$ cat src/rtl/uart_tx_queue.sv
// Byte FIFO feeding a UART transmitter: accepts back-to-back writes, launches one byte per frame.
// Optional sticky overflow flag on output port overflow when UART_TX_QUEUE_OVERFLOW_EN is defined.
module uart_tx_queue #(
  parameter int DEPTH = 16,
  localparam int ADDR_W = $clog2(DEPTH)
) (
  input  logic              clk,
  input  logic              reset,
  input  logic              wr_en,
  input  logic [7:0]        wr_data,
  output logic              full,
  output logic              empty,
  output logic [ADDR_W:0]   count,
  output logic              tx_start,
  output logic [7:0]        tx_data,
`ifdef UART_TX_QUEUE_OVERFLOW_EN
  output logic              overflow,
`endif
  input  logic              tx_busy
);

  localparam logic [ADDR_W:0] FULL_COUNT = (ADDR_W + 1)'(DEPTH);

  typedef enum logic [1:0] {
    Q_IDLE,
    Q_WAIT_BUSY,
    Q_WAIT_DONE
  } state_t;

  logic [7:0]        mem [DEPTH];
  logic [ADDR_W-1:0] wr_ptr_reg;
  logic [ADDR_W-1:0] rd_ptr_reg;
  logic [ADDR_W:0]   count_reg;
  logic [ADDR_W:0]   count_next;
  logic              empty_reg;
  logic              full_reg;
  state_t            state_reg;
  logic              tx_start_reg;
  logic [7:0]        tx_data_reg;
  logic              push;
  logic              pop;

  // The full test uses the registered flag, so a write while full is dropped even if a pop coincides.
  assign push = wr_en && !full_reg;
  assign pop  = (state_reg == Q_IDLE) && !empty_reg && !tx_busy;

  always_comb begin
    count_next = count_reg;
    case ({push, pop})
      2'b10:   count_next = count_reg + (ADDR_W + 1)'(1);
      2'b01:   count_next = count_reg - (ADDR_W + 1)'(1);
      default: count_next = count_reg;
    endcase
  end

  always_ff @(posedge clk) begin
    if (push) begin
      mem[wr_ptr_reg] <= wr_data;
    end
  end

  always_ff @(posedge clk) begin
    if (reset) begin
      wr_ptr_reg <= '0;
      rd_ptr_reg <= '0;
      count_reg  <= '0;
      empty_reg  <= 1'b1;
      full_reg   <= 1'b0;
    end else begin
      if (push) begin
        wr_ptr_reg <= wr_ptr_reg + ADDR_W'(1);
      end
      if (pop) begin
        rd_ptr_reg <= rd_ptr_reg + ADDR_W'(1);
      end
      count_reg <= count_next;
      empty_reg <= (count_next == '0);
      full_reg  <= (count_next == FULL_COUNT);
    end
  end

  // WAIT_BUSY absorbs the cycle between our pulse and the transmitter raising busy.
  always_ff @(posedge clk) begin
    if (reset) begin
      state_reg    <= Q_IDLE;
      tx_start_reg <= 1'b0;
      tx_data_reg  <= 8'h00;
    end else begin
      tx_start_reg <= 1'b0;
      case (state_reg)
        Q_IDLE: begin
          if (pop) begin
            tx_start_reg <= 1'b1;
            tx_data_reg  <= mem[rd_ptr_reg];
            state_reg    <= Q_WAIT_BUSY;
          end
        end
        Q_WAIT_BUSY: begin
          if (tx_busy) begin
            state_reg <= Q_WAIT_DONE;
          end
        end
        Q_WAIT_DONE: begin
          if (!tx_busy) begin
            state_reg <= Q_IDLE;
          end
        end
        default: state_reg <= Q_IDLE;
      endcase
    end
  end

`ifdef UART_TX_QUEUE_OVERFLOW_EN
  logic overflow_reg;

  always_ff @(posedge clk) begin
    if (reset) begin
      overflow_reg <= 1'b0;
    end else if (wr_en && full_reg) begin
      overflow_reg <= 1'b1;
    end
  end

  assign overflow = overflow_reg;
`endif

  assign full     = full_reg;
  assign empty    = empty_reg;
  assign count    = count_reg;
  assign tx_start = tx_start_reg;
  assign tx_data  = tx_data_reg;

endmodule

$ cat config.mk
export PLATFORM = sky130hd
export DESIGN_NAME = uart_tx_queue
export DESIGN_NICKNAME = d
export VERILOG_FILES = /design/src/rtl/uart_tx_queue.sv
export SDC_FILE = /design/constraint.sdc
export NUM_CORES = 1
export LEC_CHECK = 0
export ABC_AREA = 1
export CAP_MARGIN = 20
export CELL_PAD_IN_SITES_DETAIL_PLACEMENT = 0
export CELL_PAD_IN_SITES_GLOBAL_PLACEMENT = 1
export CORE_UTILIZATION = 52
export DETAILED_ROUTE_END_ITERATION = 7
export PLACE_DENSITY_LB_ADDON = 0.1
export REMOVE_ABC_BUFFERS = 1
export SLEW_MARGIN = 0
export SYNTH_ARGS = -nofsm -noshare
export SYNTH_HDL_FRONTEND = slang
export SYNTH_SLANG_ARGS = --single-unit
export TNS_END_PERCENT = 20
$ cat constraint.sdc
create_clock -name clk -period 4.52 [get_ports clk]
set_clock_uncertainty 0.15 [all_clocks]
set_input_delay 0.904 -clock clk [delete_from_list [all_inputs] [get_ports clk]]
set_output_delay 0.904 -clock clk [all_outputs]
set_load 0.02 [all_outputs]
# Word-level counts from Yosys, hierarchy flattened
# Memory sizes are Yosys's and may differ from the RTL's. A register that Yosys moved wholly into a read port is not among the register bits.
# Cells that the tools add are included.
dict set report classes {
  n_mul 0
  n_lt_le_gt_ge 0
  mux 8
  n_addsub 4
  shifts 0
  bitwise_logic 1
  reduce_logical 11
  eq_ne 8
  div_mod_pow 0
}
# op n
set op_table {}
lappend op_table {{one-hot mux 5 bit (2 select lines)} 1}
lappend op_table {{adder 4 x 1 -> 4 bit (second input constant)} 2}
lappend op_table {{two-way mux 2 bit} 3}
lappend op_table {{inequality test 2 bit (second input constant)} 3}
lappend op_table {{one-hot mux 2 bit (3 select lines)} 1}
lappend op_table {{adder 5 x 1 -> 5 bit (second input constant)} 1}
lappend op_table {{== test 5 bit (second input constant)} 1}
lappend op_table {{zero test 5 bit} 1}
lappend op_table {{subtractor 5 x 1 -> 5 bit (second input constant)} 1}
lappend op_table {{== test 2 x 1 -> 1 bit (second input constant)} 2}
lappend op_table {{== test 2 bit (second input constant)} 2}
lappend op_table {{logical AND 1 bit} 3}
lappend op_table {{zero test 1 bit} 3}
lappend op_table {{two-way mux 1 bit} 3}
lappend op_table {{AND reduction 3 bit} 1}
lappend op_table {{zero test 2 bit} 1}
lappend op_table {{AND reduction 2 bit} 1}
lappend op_table {{OR reduction 2 bit} 1}
lappend op_table {{NOT 1 bit} 1}
dict set report totals {
  wordCells 40
  memories 1
  romBits 0
  latchBits 0
  mem_bits_rw 128
  output_inout_bits 16
  input_bits 12
  regBits 18
}
# memory depth width rd rd_clocked_by_memory_dff write_ports line
set mem_list {}
lappend mem_list {mem 16 8 1 1 1 30} ;# logic [7:0] mem [DEPTH];

# Logic depth before layout (Yosys ltp)
dict set report logic_depth {
  ltp_word 6
  ltp_mapped 15
  mapped_depth_nobuf 15
}

# Worst setup path after synthesis
# OpenSTA, ideal clock, no wires.
dict set report synth_timing {
  path_type {input port to flip-flop}
  from {input tx_busy}
  to {register empty_reg, in the netlist empty}
  arrival_ns 2.347
  setup_ns 0.067
  t_required_ns 4.303
  n_path_buf 1
  slack_ns 1.956
  path_stages 10
  path_cell_list {nor2_4 nand2_1 inv_1 buf_2 ha_1 o21ai_0 nand2_1 nor2_2 nand3_2 o21ai_2}
}
dict set report synth_between {
  elab_chain_len 5
  word_cells_on_any_way 6
  cone_classes {eq/ne: 2; mux: 1; reduce/logical: 3}
}
# element line
set synth_lines {}
lappend synth_lines {{start: declaration} 19} ;# input logic tx_busy
lappend synth_lines {{zero test 1 bit (*)} n/a}
lappend synth_lines {{logical AND 1 bit (*)} 45} ;# assign pop = (state_reg == Q_IDLE) && !empty_reg && !tx_busy;
lappend synth_lines {{== test 2 x 1 -> 1 bit or == test 2 bit (tied branches)} 49} ;# case ({push, pop})
lappend synth_lines {{one-hot mux 5 bit (2 select lines) (*)} 49}
lappend synth_lines {{zero test 5 bit (*)} 77} ;# empty_reg <= (count_next == '0);
lappend synth_lines {{end signal: assignment} 77}
lappend synth_lines {{end: declaration} 35} ;# logic empty_reg;
# Mark *: on every way between the ends. The rest lies on a longest branch, timed or not.
# A chain may end at the register's enable or synchronous reset.

# Worst setup path after layout
dict set report layout_timing {
  from {input tx_busy}
  to {register full_reg, in the netlist full}
}
dict set report layout_between {
  elab_chain_len 5
  word_cells_on_any_way 6
  cone_classes {eq/ne: 3; mux: 1; reduce/logical: 2}
}
# element line
set layout_lines {}
lappend layout_lines {{zero test 1 bit (*)} n/a}
lappend layout_lines {{logical AND 1 bit (*)} 45}
lappend layout_lines {{== test 2 x 1 -> 1 bit or == test 2 bit (tied branches)} 49}
lappend layout_lines {{one-hot mux 5 bit (2 select lines) (*)} 49}
lappend layout_lines {{== test 5 bit (*)} 78} ;# full_reg <= (count_next == FULL_COUNT);
lappend layout_lines {{end signal: assignment} 78}
lappend layout_lines {{end: declaration} 36} ;# logic full_reg;
# Marked as above.

==> out/qor.csv <==
metric;value;unit
outcome;finished, final reports clean;
slew_headroom;40.9;%
area_growth;14.1;%
final_antenna_net_count;0;
ys_seq_elements;154;
fin_ws;1.87;ns
holdCritPathClass;flop to flop;
fin_crit_sh;58.6;%
first_iter_violations;256;
yosysWarnings;0;
cp.required;4.73;ns
dp_hpwl;8.79;mm
io_buffers;27;
synth.area.top_cells;edfxtp_1 (59%), dfxtp_1 (8.0%), inv_1 (5.3%), o211ai_1 (4.7%), nand3_1 (4.7%);
n_antenna_cell;0;
vias;4186;
track_usage;23.1;%
synth_edf_count;128;
postCtsSetupBuffers;0;
max_freq;0.377;GHz
place_area;0.00689;mm²
critPathMaxFanout;5;
drc;0;
antenna_found_initial;0;
largest_reg_flops;128;
grt_max_degree;95;
overflow;0;
clock_path_buffers;2;
top_layer;met4;
die-width;114;µm
ys_seq_area_share;66.8;%
synth_top_area_share;58.8;%
drt-pass1-iter-count;5;
ctsHoldBuffers;0;
p_leak;2.73;nW
p_total;3.62;mW
async_flop_share;0;%
slowest_delay;0.46;ns
rsz0062_at_grt;no;
max-cap-violations;0;
setup_violations;0;
cpMaxStageDelayCell;clkdlybuf4s50_1;
drt-total-wl;13.9;mm
cts_made_buffers;17;
path_cells;clkdlybuf4s50_1 -> nor2_4 -> nand3_4 -> nand2_1 -> nand2_1 -> ha_1 -> a21oi_1 -> inv_1 -> nand4_1 -> nand4_1 -> nand2_2 -> nand2_2 -> nor2_2;
cts_tree;built;
final_nets;619;
postLayoutCellArea;0.00746;mm²
place_ws;1.48;ns
yosysTopAreaCell;edfxtp_1;
wl_met1;6.43;mm
period_minus_slack;2.65;ns
dp.cells;749;
worst_slew_pin_slew;0.887;ns
floorplan.io_pins;28;
netlist_area;0.00654;mm²
post_drt_wl_per_cell;17.8;µm
hold_viol_final;0;
crit_type;primary input to flop;
clock_latency;0.42;ns
cts_sinks;154;
wl_met2;6.66;mm
rows;40;
crit_arrival;2.86;ns
maxSlewViolCount;0;
synth_area_per_cell;11.3;µm²
gp_congestion;0.807;
setup_tns;0;ns
syn_inst;579;
drive_gt1_share;8.50;%
cts_root_buffer;clkbuf_16;
grt_pass1_vias;3970;
htree_levels;4;
die_y;114;µm
endpoint_kind;flop;
ys_types;30;
grt_first_pass_wirelength;21.8;mm
die_area;0.0130;mm²
clk_pin_slew;0.06;ns
met3_length;646;µm
final_cells;780;
initial_core_util;54.0;%
via_per_inst;5.37;
cp-start-kind;primary input;
cts_resized;0;
cellPowerDensity;485;mW/mm²
synth-main-ff-cell;edfxtp_1;
max-vdd-ir-drop;272;µV
core;0.0121;mm²
[placed cells by master, fill, tap and decap left out, drive strengths merged]
cell	netlist	final
o211ai	41	41
edfxtp	128	128
xor2	1	1
a31oi	1	1
bufinv	0	3
clkbuf	8	22
nor2	27	27
nor3	4	4
nand3	67	67
clkinv	3	8
a21oi	41	41
clkinvlp	0	1
buf	21	4
inv	92	92
ha	7	7
nand2	67	67
nand4	5	5
nor4	1	1
dfxtp	26	26
clkdlybuf4s50	0	27
nand3b	1	1
o21ai	38	38
[path summary, 6_finish.rpt]
check / start / end / slack (ns) / cells after the start
setup reg to reg: rd_ptr_reg[0]$_SDFFE_PP0P_ / tx_data[1]$_SDFFE_PP0P_ / 2.11 / 8
hold / removal: tx_data[1]$_SDFFE_PP0P_ / tx_data[1]$_SDFFE_PP0P_ / 0.35 / 2
hold reg to reg: tx_data[1]$_SDFFE_PP0P_ / tx_data[1]$_SDFFE_PP0P_ / 0.35 / 2
setup / recovery: tx_busy / full$_SDFF_PP0_ / 1.87 / 13
[cells in the mapped netlist (all sizes together) (5+ instances only)]
library cell	n
o211ai	41
inv	92
ha	7
o21ai	38
clkbuf	8
nand2	67
edfxtp	128
nand4	5
a21oi	41
nand3	67
nor2	27
dfxtp	26
buf	21
[cell type report]
type / count / area, µm²
clock buffers: 22 / 454
clock inverters: 9 / 123
fillers: 1014 / 4650
inverters: 95 / 357
multi-input cells: 301 / 1650
flip-flops and latches: 154 / 4370
well taps: 168 / 210
repair buffers: 31 / 300
[through the flow]
step,hold slack (ns),util (%)
final,0.351,61.6
after CTS,0.358,61.6
after global routing,0.383,61.6
after detailed placement,0.339,56.8
after floorplan,0.321,-
after global placement,0.334,56.8
[layer usage]
| metal | GRT usage [%] | up-vias |
|---|---|---|
| met3 | 3.39 | 13 |
| met5 | 0 | - |
| met1 | 32.4 | 2028 |
| li1 | - | 2055 |
| met4 | 8.83 | 0 |
| met2 | 36.6 | 90 |
[cells by family (layout without fill, tap and decap cells)]
logic type               count (synthesis)  after routing  synth area share, %
AND/OR/NAND/NOR                        172            172                 12.8
flip-flops                             154            154                 66.8
AO/OA/AOI/OAI                          121            121                 10.9
buffers and inverters                  124            157                 8.02
XOR/XNOR                                 1              1                0.134
adder cells (fa/ha/maj)                  7              7                 1.34
[worst max-delay path: cells and delay by family]
| kind | cells | cell delay [ns] |
|---|---|---|
| adder cells (fa/ha/maj) | 1 | 0.18 |
| AO/OA/AOI/OAI | 1 | 0.16 |
| AND/OR/NAND/NOR | 9 | 1.05 |
| buffers and inverters | 2 | 0.56 |
[power breakdown]
part | internal (mW) | total [mW] | switching, mW | leakage [nW]
sequential | 1.59 | 1.69 | 0.0948 | 1.37
combinational | 0.208 | 0.539 | 0.331 | 1.07
clock | 0.874 | 1.40 | 0.522 | 0.284
No activity file was read; power rests on OpenSTA's default activity.
